--- src/rtl/hdu_pkg.sv ---
// Shared types and helpers for the hazard detection unit.
// Latency: n/a (types and constant functions only).
// Backpressure: n/a.
package hdu_pkg;

  // Control-shadow state: either free to issue, or waiting for execute to resolve.
  typedef enum logic {
    IDLE     = 1'b0,
    WAIT_RES = 1'b1
  } ctrl_state_e;

  // Opcode of the instruction word the pipeline registers hold when bubbled/flushed.
  localparam logic [5:0] NOP_OPCODE = 6'h00;

  // Ceiling log2 for sizing counters; clog2(1) = 0, clog2(2) = 1, clog2(5) = 3.
  function automatic int clog2(input int value);
    int res;
    res = 0;
    for (int i = 0; i < 31; i++) begin
      if ((1 << i) < value) res = i + 1;
    end
    return res;
  endfunction

endpackage

--- src/rtl/hdu_reg_counters.sv ---
// Per-register readiness counters: loaded on issue, counted down to zero.
// Latency: set value visible on busy the cycle after the set; busy is combinational from the counters.
// Backpressure: freeze holds every counter (memory stall); a set wins over the same counter's decrement.
module hdu_reg_counters
  import hdu_pkg::*;
#(
  parameter int REG_ADDR_W = 3,
  parameter int CNT_W      = 1,
  localparam int NUM_REGS  = 2 ** REG_ADDR_W
) (
  input  logic                  clk,
  input  logic                  rst,
  input  logic                  freeze,
  input  logic                  set_en,
  input  logic [REG_ADDR_W-1:0] set_idx,
  input  logic [CNT_W-1:0]      set_val,
  output logic [NUM_REGS-1:0]   busy
);

  logic [CNT_W-1:0] cnt [NUM_REGS];

  // Counter update: clear on reset, hold on freeze, otherwise set or saturating decrement.
  always_ff @(posedge clk) begin
    if (!rst) begin
      for (int i = 0; i < NUM_REGS; i++) cnt[i] <= '0;
    end else if (!freeze) begin
      for (int i = 0; i < NUM_REGS; i++) begin
        if (set_en && (set_idx == REG_ADDR_W'(i))) begin
          cnt[i] <= set_val;
        end else if (cnt[i] != '0) begin
          cnt[i] <= cnt[i] - CNT_W'(1);
        end
      end
    end
  end

  // A register is busy while its result is not yet forwardable.
  always_comb begin
    busy = '0;
    for (int i = 0; i < NUM_REGS; i++) busy[i] = (cnt[i] != '0);
  end

endmodule

--- src/rtl/hdu_scoreboard.sv ---
// Hazard detection unit: scoreboard data hazards, control shadow FSM and memory-stall freeze.
// Latency: all outputs combinational from registered state and current inputs (zero cycles).
// Backpressure: mem_stall freezes everything and wins over control, which wins over data; HDU_PREDICT_NT_EN selects fetch-through not-taken.
module hdu_scoreboard
  import hdu_pkg::*;
#(
  parameter int REG_ADDR_W = 3,
  parameter int ALU_LAT    = 0,
  parameter int LD_LAT     = 1,
  parameter int BR_TIMEOUT = 4,
  localparam int NUM_REGS  = 2 ** REG_ADDR_W
) (
  input  logic                  clk,
  input  logic                  rst,
  input  logic                  issue_valid,
  input  logic                  rs_valid,
  input  logic                  rt_valid,
  input  logic [REG_ADDR_W-1:0] rs,
  input  logic [REG_ADDR_W-1:0] rt,
  input  logic                  wr_valid,
  input  logic [REG_ADDR_W-1:0] rd,
  input  logic                  is_load,
  input  logic                  is_ctrl,
  input  logic                  resolve_valid,
  input  logic                  resolve_taken,
  input  logic                  mem_stall,
  output logic                  stall_f,
  output logic                  stall_d,
  output logic                  bubble_e,
  output logic                  flush_fd,
  output logic                  mem_hold,
  output logic [NUM_REGS-1:0]   busy,
  output logic                  ctrl_err
);

  localparam int MAX_LAT   = (ALU_LAT > LD_LAT) ? ALU_LAT : LD_LAT;
  localparam int CNT_BITS  = clog2(MAX_LAT + 1);
  localparam int CNT_W     = (CNT_BITS < 1) ? 1 : CNT_BITS;
  localparam int TMR_BITS  = clog2(BR_TIMEOUT + 1);
  localparam int TMR_W     = (TMR_BITS < 1) ? 1 : TMR_BITS;

  ctrl_state_e        state_q, state_d;
  logic [TMR_W-1:0]   timer_q, timer_d;
  logic               ctrl_err_q, ctrl_err_d;
  logic [NUM_REGS-1:0] busy_raw;
  logic               raw_haz;
  logic               accept;

  assign raw_haz = issue_valid & ((rs_valid & busy_raw[rs]) | (rt_valid & busy_raw[rt]));
  assign accept  = issue_valid & ~raw_haz & ~mem_stall & (state_q == IDLE);

  hdu_reg_counters #(
    .REG_ADDR_W (REG_ADDR_W),
    .CNT_W      (CNT_W)
  ) u_counters (
    .clk     (clk),
    .rst     (rst),
    .freeze  (mem_stall),
    .set_en  (accept & wr_valid),
    .set_idx (rd),
    .set_val (is_load ? CNT_W'(LD_LAT) : CNT_W'(ALU_LAT)),
    .busy    (busy_raw)
  );

`ifndef HDU_PREDICT_NT_EN
  // Fetch is stalled on every branch regardless of direction, so the taken flag carries no information here.
  logic unused_resolve_taken;
  assign unused_resolve_taken = resolve_taken;
`endif

  // Control FSM state, resolution timer and sticky timeout flag.
  always_ff @(posedge clk) begin
    if (!rst) begin
      state_q    <= IDLE;
      timer_q    <= '0;
      ctrl_err_q <= 1'b0;
    end else begin
      state_q    <= state_d;
      timer_q    <= timer_d;
      ctrl_err_q <= ctrl_err_d;
    end
  end

  // Next-state logic (frozen under mem_stall) and prioritised pipeline controls.
  always_comb begin
    state_d    = state_q;
    timer_d    = timer_q;
    ctrl_err_d = ctrl_err_q;
    stall_f    = 1'b0;
    stall_d    = 1'b0;
    bubble_e   = 1'b0;
    flush_fd   = 1'b0;
    mem_hold   = 1'b0;

    if (!mem_stall) begin
      case (state_q)
        IDLE: begin
          if (accept && is_ctrl) begin
            state_d = WAIT_RES;
            timer_d = '0;
          end
        end
        WAIT_RES: begin
          // A resolution in the last allowed cycle still beats the timeout.
          if (resolve_valid) begin
            state_d = IDLE;
          end else if (timer_q == TMR_W'(BR_TIMEOUT - 1)) begin
            state_d    = IDLE;
            ctrl_err_d = 1'b1;
          end else begin
            timer_d = timer_q + TMR_W'(1);
          end
        end
        default: state_d = IDLE;
      endcase
    end

    // Outputs are forced quiet while reset is held.
    if (rst) begin
      if (mem_stall) begin
        stall_f  = 1'b1;
        stall_d  = 1'b1;
        mem_hold = 1'b1;
      end else if (state_q == WAIT_RES) begin
`ifdef HDU_PREDICT_NT_EN
        if (resolve_valid && resolve_taken) begin
          flush_fd = 1'b1;
          bubble_e = 1'b1;
        end else if (raw_haz) begin
          stall_f  = 1'b1;
          stall_d  = 1'b1;
          bubble_e = 1'b1;
        end
`else
        stall_f  = 1'b1;
        flush_fd = 1'b1;
`endif
      end else if (raw_haz) begin
        stall_f  = 1'b1;
        stall_d  = 1'b1;
        bubble_e = 1'b1;
      end
    end
  end

  assign busy     = rst ? busy_raw : '0;
  assign ctrl_err = rst & ctrl_err_q;

endmodule
--- config.mk ---
export PLATFORM = sky130hd
export DESIGN_NAME = hdu_scoreboard
export DESIGN_NICKNAME = d
export VERILOG_FILES = /design/src/rtl/hdu_pkg.sv /design/src/rtl/hdu_reg_counters.sv /design/src/rtl/hdu_scoreboard.sv
export SDC_FILE = /design/constraint.sdc
export NUM_CORES = 1
export LEC_CHECK = 0
export ABC_AREA = 1
export CORE_MARGIN = 2
export CORE_UTILIZATION = 55
export DETAILED_ROUTE_END_ITERATION = 8
export DONT_BUFFER_PORTS = 1
export GPL_TIMING_DRIVEN = 0
export PLACE_DENSITY = 0.68
export SLEW_MARGIN = 20
export SYNTH_ARGS = -nofsm -noshare
export SYNTH_HDL_FRONTEND = slang
export SYNTH_SLANG_ARGS = --single-unit
export TNS_END_PERCENT = 5
--- constraint.sdc ---
create_clock -name clk -period 1.9 [get_ports clk]
set_clock_uncertainty 0.15 [all_clocks]
set_input_delay 0.285 -clock clk [delete_from_list [all_inputs] [get_ports clk]]
set_output_delay 0.285 -clock clk [all_outputs]
set_load 0.1 [all_outputs]
After elaboration in Yosys (flattened, before gate mapping)
Memory sizes are Yosys's and may differ from the RTL's. Index checks and enable logic that the tools add are counted.

Add/sub/neg operators: 9. Multiplexer cells: 117. Order comparisons: 2. Equal/unequal tests: 11. Bitwise operators: 29. Reductions and logical operators: 12.

Operator list (count): $mux W1 (109); $or A1 B1 Y1 (17); $eq A3 B3 Y1 const B (4); $eq A3 B2 Y1 const B (3); $logic_and A1 B1 Y1 (9); $mux W3 (3); $and A1 B1 Y1 (8); $lt A3 B4 Y1 const B (2); $mux W8 (1); $reduce_and A4 Y1 (2); $sub A1 B1 Y1 const B (8); $bmux W1 S3 (2); $pmux W3 S2 (1); $ne A2 B2 Y1 const B (2); $not A1 Y1 (4); $add A3 B1 Y3 const B (1); $eq A3 B1 Y1 const B (1); $logic_not A3 Y1 (1); $ne A2 B1 Y1 const B (1); $pmux W1 S2 (1).

Flip-flop bits (word level): 5. Word-level logic and storage cells: 184. Bits in writable memories: 8. Output and inout bits: 14. Memories kept: 1. Bits of input ports: 20.

Memories: u_counters.cnt (words 8, bits a word 1, rd ports 8, clocked after Yosys merged registers in 0, wr ports 8, line hdu_reg_counters.sv:20) `logic [CNT_W-1:0] cnt [NUM_REGS];`.

Logic depth before layout (Yosys ltp)
Word-level depth: 17. Mapped depth: 11. Gate-level depth less buffers: 11.

Hierarchy
From an unflattened synthesis, not the netlist that was laid out.

Cells, all modules: 180. Area total of the unflattened synthesis: 1101.1 um2.

By module, submodules not included: hdu_scoreboard (cells each 109, seq. area each 100.1 um2, area an instance 598.1 um2, times used 1); hdu_reg_counters (cells each 71, seq. area each 230.2 um2, area an instance 503.0 um2, times used 1).

Worst setup path after synthesis
OpenSTA, ideal clock, no wires.

Path type: register to output. From: memory u_counters.cnt[6][0], in the netlist u_counters.cnt[1][2]. To: output stall_d. Data required time: 1.465 ns. Arrival time: 2.965 ns. Cell stages (with the launch flop): 9. Path buffers: 0. Path slack: -1.500 ns. Path through: edfxtp_1 > inv_1 > nand2_1 > nand3_1 > nand3_2 > nand3_2 > nand2_1 > nand3_1 > o21ai_0.

RTL lines: start: declaration (line hdu_reg_counters.sv:20); end: declaration (line hdu_scoreboard.sv:28) `output logic stall_d,`.

==> impl_metrics.py <==
metrics = {
    "run_status": {
        "outcome": "finished with violations",
        "violations": "setup timing",
    },
    "global_routing": {
        "gr-total-overflow": 0,
        "grt_pass1_vias": 1012,
        "grt_usage_pct": 23.2,
        "grt_pass1_wl_microns": 4370,
        "grt_max_degree": 11,
        "grt_antenna_before_repair": 0,
    },
    "setup_path": {
        "critPathMaxFanout": 3,
        "cp.required_ps": 1460,
        "crit_slowest_cell": "o21ai_4",
        "crit_chain": "inv_1 > nand2_1 > nand3_1 > nand3_2 > nand3_4 > nand2_4 > nand3_4 > o21ai_4",
        "start_kind": "flip-flop",
        "slowest_delay_ps": 580,
        "critPathKind": "reg2out",
        "worstPathArrival_ps": 1870,
        "crit_family": "compound AO/OA/AOI/OAI gates",
        "cp.depth": 8,
        "cp.buffers_inverters": 1,
        "ff2ff_path_depth": 9,
        "worst_setup_path_end_kind": "primary output",
        "cp_common_cell": "nand3_4",
    },
    "clocking": {
        "clock-root-buffer": "clkbuf_4",
        "clockBufferDepth": 2,
        "clkTransAtPathRegs_ps": 90,
        "htreeDepth": 1,
        "cts_made_buffers": 3,
        "cts_sinks": 13,
        "cts_tree": "yes",
        "insertion_delay_ps": 290,
    },
    "layout": {
        "antenna_cells": 0,
        "finalNetCount": 200,
        "drive_gt1_share_pct": 30.5,
        "multi_input_comb_area_sq_um": 723,
        "area_growth_pct": 18.3,
        "fillCellCount": 185,
        "seq_area_sq_um": 332,
        "final_area_sq_um": 1350,
        "fin_util_pct": 68.6,
        "layout.cells.non_filler": 204,
    },
    "routing": {
        "wl_met2_microns": 1190,
        "finalWirelength_microns": 2530,
        "antenna_left": 0,
        "drt_pass1_iterations": 4,
        "drtIter0Drc": 24,
        "top_layer_used": "met4",
        "via_count": 1077,
        "met1_length_microns": 1110,
        "routedWlPerCell_microns": 12.4,
        "wl_met3_microns": 189,
        "viasPerCell": 5.28,
        "drc": 0,
    },
    "die": {
        "die_w_microns": 49.5,
        "io_pins": 34,
        "dieArea_sq_um": 2450,
        "fp.dieH_microns": 49.5,
        "start_util_pct": 58.0,
        "row_count": 16,
        "core_area_sq_um": 1960,
    },
    "logic_synthesis": {
        "synth_top_area_share_pct": 18.5,
        "yosysWarningCount": 0,
        "syn_avg_cell_area_sq_um": 6.73,
        "syn_inst": 169,
        "syn-num-nets": 191,
        "synth_largest_area_cell": "edfxtp_1",
        "syn_area_sq_um": 1140,
        "ys_types": 28,
        "synth_area_leaders": "edfxtp_1, nand2_1, inv_1",
        "yosysSeqAreaShare_pct": 29.0,
        "ys_ff_latch": 13,
    },
    "timing": {
        "hold_viol": 0,
        "period_share_pct": 121,
        "fmax_ghz": 0.433,
        "min_period_ps": 2310,
        "fin_hold_ws_ps": 61.0,
        "setup_tns_ps": -1520,
        "worst_pin_slew_ps": 1050,
        "rsz0062_at_grt": "true",
        "final-max-slew-violation-count": 0,
        "setup_violations": 4,
        "slew_headroom_pct": 29.8,
        "layout_setup_ws_ps": -407,
    },
    "pwr": {
        "power_frac_comb_pct": 33.7,
        "p_switching_mw": 0.301,
        "internal_power_mw": 0.452,
        "ir_drop_mv": 0.433,
        "p_clk_share_pct": 24.3,
        "p_per_area_nw_per_um2": 560,
        "p_leak_nw": 0.634,
        "swShare_pct": 39.9,
        "power.total_mw": 0.753,
        "pwr-share-seq_pct": 42.0,
    },
    "place": {
        "dp_slack_ps": -401,
        "io_buffers": 0,
        "dp_hpwl_microns": 1850,
        "gp_congestion": 0.803,
        "placed_cells": 196,
        "dpl_cell_area_sq_um": 1190,
    },
    "min_path": {
        "holdPathStages": 2,
        "hold_class": "in2reg",
    },
    "job": {
        "maxCapViolCount": 0,
    },
}
==> final timing paths <==
kind	slack, ps	endpoint	start
worst max-delay path	-410	stall_d	u_counters.cnt[1][2]$_DFFE_PP_
worst max register to register	70	u_counters.cnt[1][2]$_DFFE_PP_	u_counters.cnt[1][2]$_DFFE_PP_
worst min-delay path	60	u_counters.cnt[1][0]$_DFF_P_	is_load
worst min register to register	360	ctrl_err_q$_SDFFE_PN0P_	ctrl_err_q$_SDFFE_PN0P_
==> state kept, by name, indices dropped and copies added (netlist names) <==
register        cells
ctrl_err_q          1
timer_q             3
u_counters.cnt      8
state_q             1
==> final cells by class <==
cell class | count | share of cell area, %
buffer | 4 | 2.42
clock buffer | 4 | 1.95
inverter | 38 | 12.3
multi-input combinational | 114 | 53.8
sequential | 13 | 24.7
tap | 27 | 2.51
timing repair buffer | 4 | 2.42
==> what timing repair did <==
action / in CTS / in global routing
hold buffers: 1 / 0
setup endpoints to repair: 7 / 15
pin swaps: 2 / 9
setup buffers: 1 / 2
cloned: 0 / 0
hold endpoints to repair: 1 / 0
resized for setup: 11 / 18
==> synthesized netlist by cell type <==
master / instances
buf_6: 2
a21oi_1: 7
nand4_1: 6
nand3_2: 5
clkbuf_1: 1
nand4_4: 1
nand2_4: 1
nor3_4: 1
nor2_4: 2
nor3_1: 1
nor2_1: 18
edfxtp_1: 7
ha_1: 2
inv_2: 2
nor3_2: 1
nand3_1: 10
dfxtp_1: 6
inv_1: 36
nand2_1: 44
o31ai_1: 1
nor2_2: 2
o211ai_1: 1
nand3b_2: 1
nand2_2: 2
nand3_4: 1
nand3b_1: 5
o21ai_0: 2
buf_2: 1
==> cells in the final DEF (no fill, tap or decap), drive strengths merged <==
master / netlist / final
nand2: 47 / 47
inv: 38 / 32
nor2: 22 / 22
nand3: 16 / 16
edfxtp: 7 / 7
nand4: 7 / 7
a21oi: 7 / 7
clkinvlp: 0 / 6
nand3b: 6 / 6
dfxtp: 6 / 6
buf: 3 / 6
clkbuf: 1 / 5
nor3: 3 / 3
ha: 2 / 2
o21ai: 2 / 2
o211ai: 1 / 1
o31ai: 1 / 1
dlygate4sd3: 0 / 1
==> power by group through the flow <==
stage / logic (mW) / registers, mW / clock network (mW)
finish: 0.253 / 0.316 / 0.183
global route: 0.274 / 0.317 / 0.192
CTS: 0.241 / 0.315 / 0.185
detailed placement: 0.223 / 0.321 / 0
global placement: 0.221 / 0.321 / 0
floorplan: 0.203 / 0.319 / 0
==> per-layer routing <==
layer | GRT usage, % | up-vias
met2 | 38.1 | 37
met1 | 30.1 | 486
met5 | 0 | -
met4 | 9.72 | 0
met3 | 4.24 | 5
li1 | - | 549
==> logic make-up (layout without fill, tap and decap cells) <==
kind of cell	after synthesis	after routing	share of synthesized area (%)
adder cells (fa/ha/maj)	2	2	2.20
buffers and inverters	42	50	15.3
AND/OR/NAND/NOR	101	101	48.2
flip-flops	13	13	29.0
AO/OA/AOI/OAI	11	11	5.28
Power figures use the tool's default switching activity.
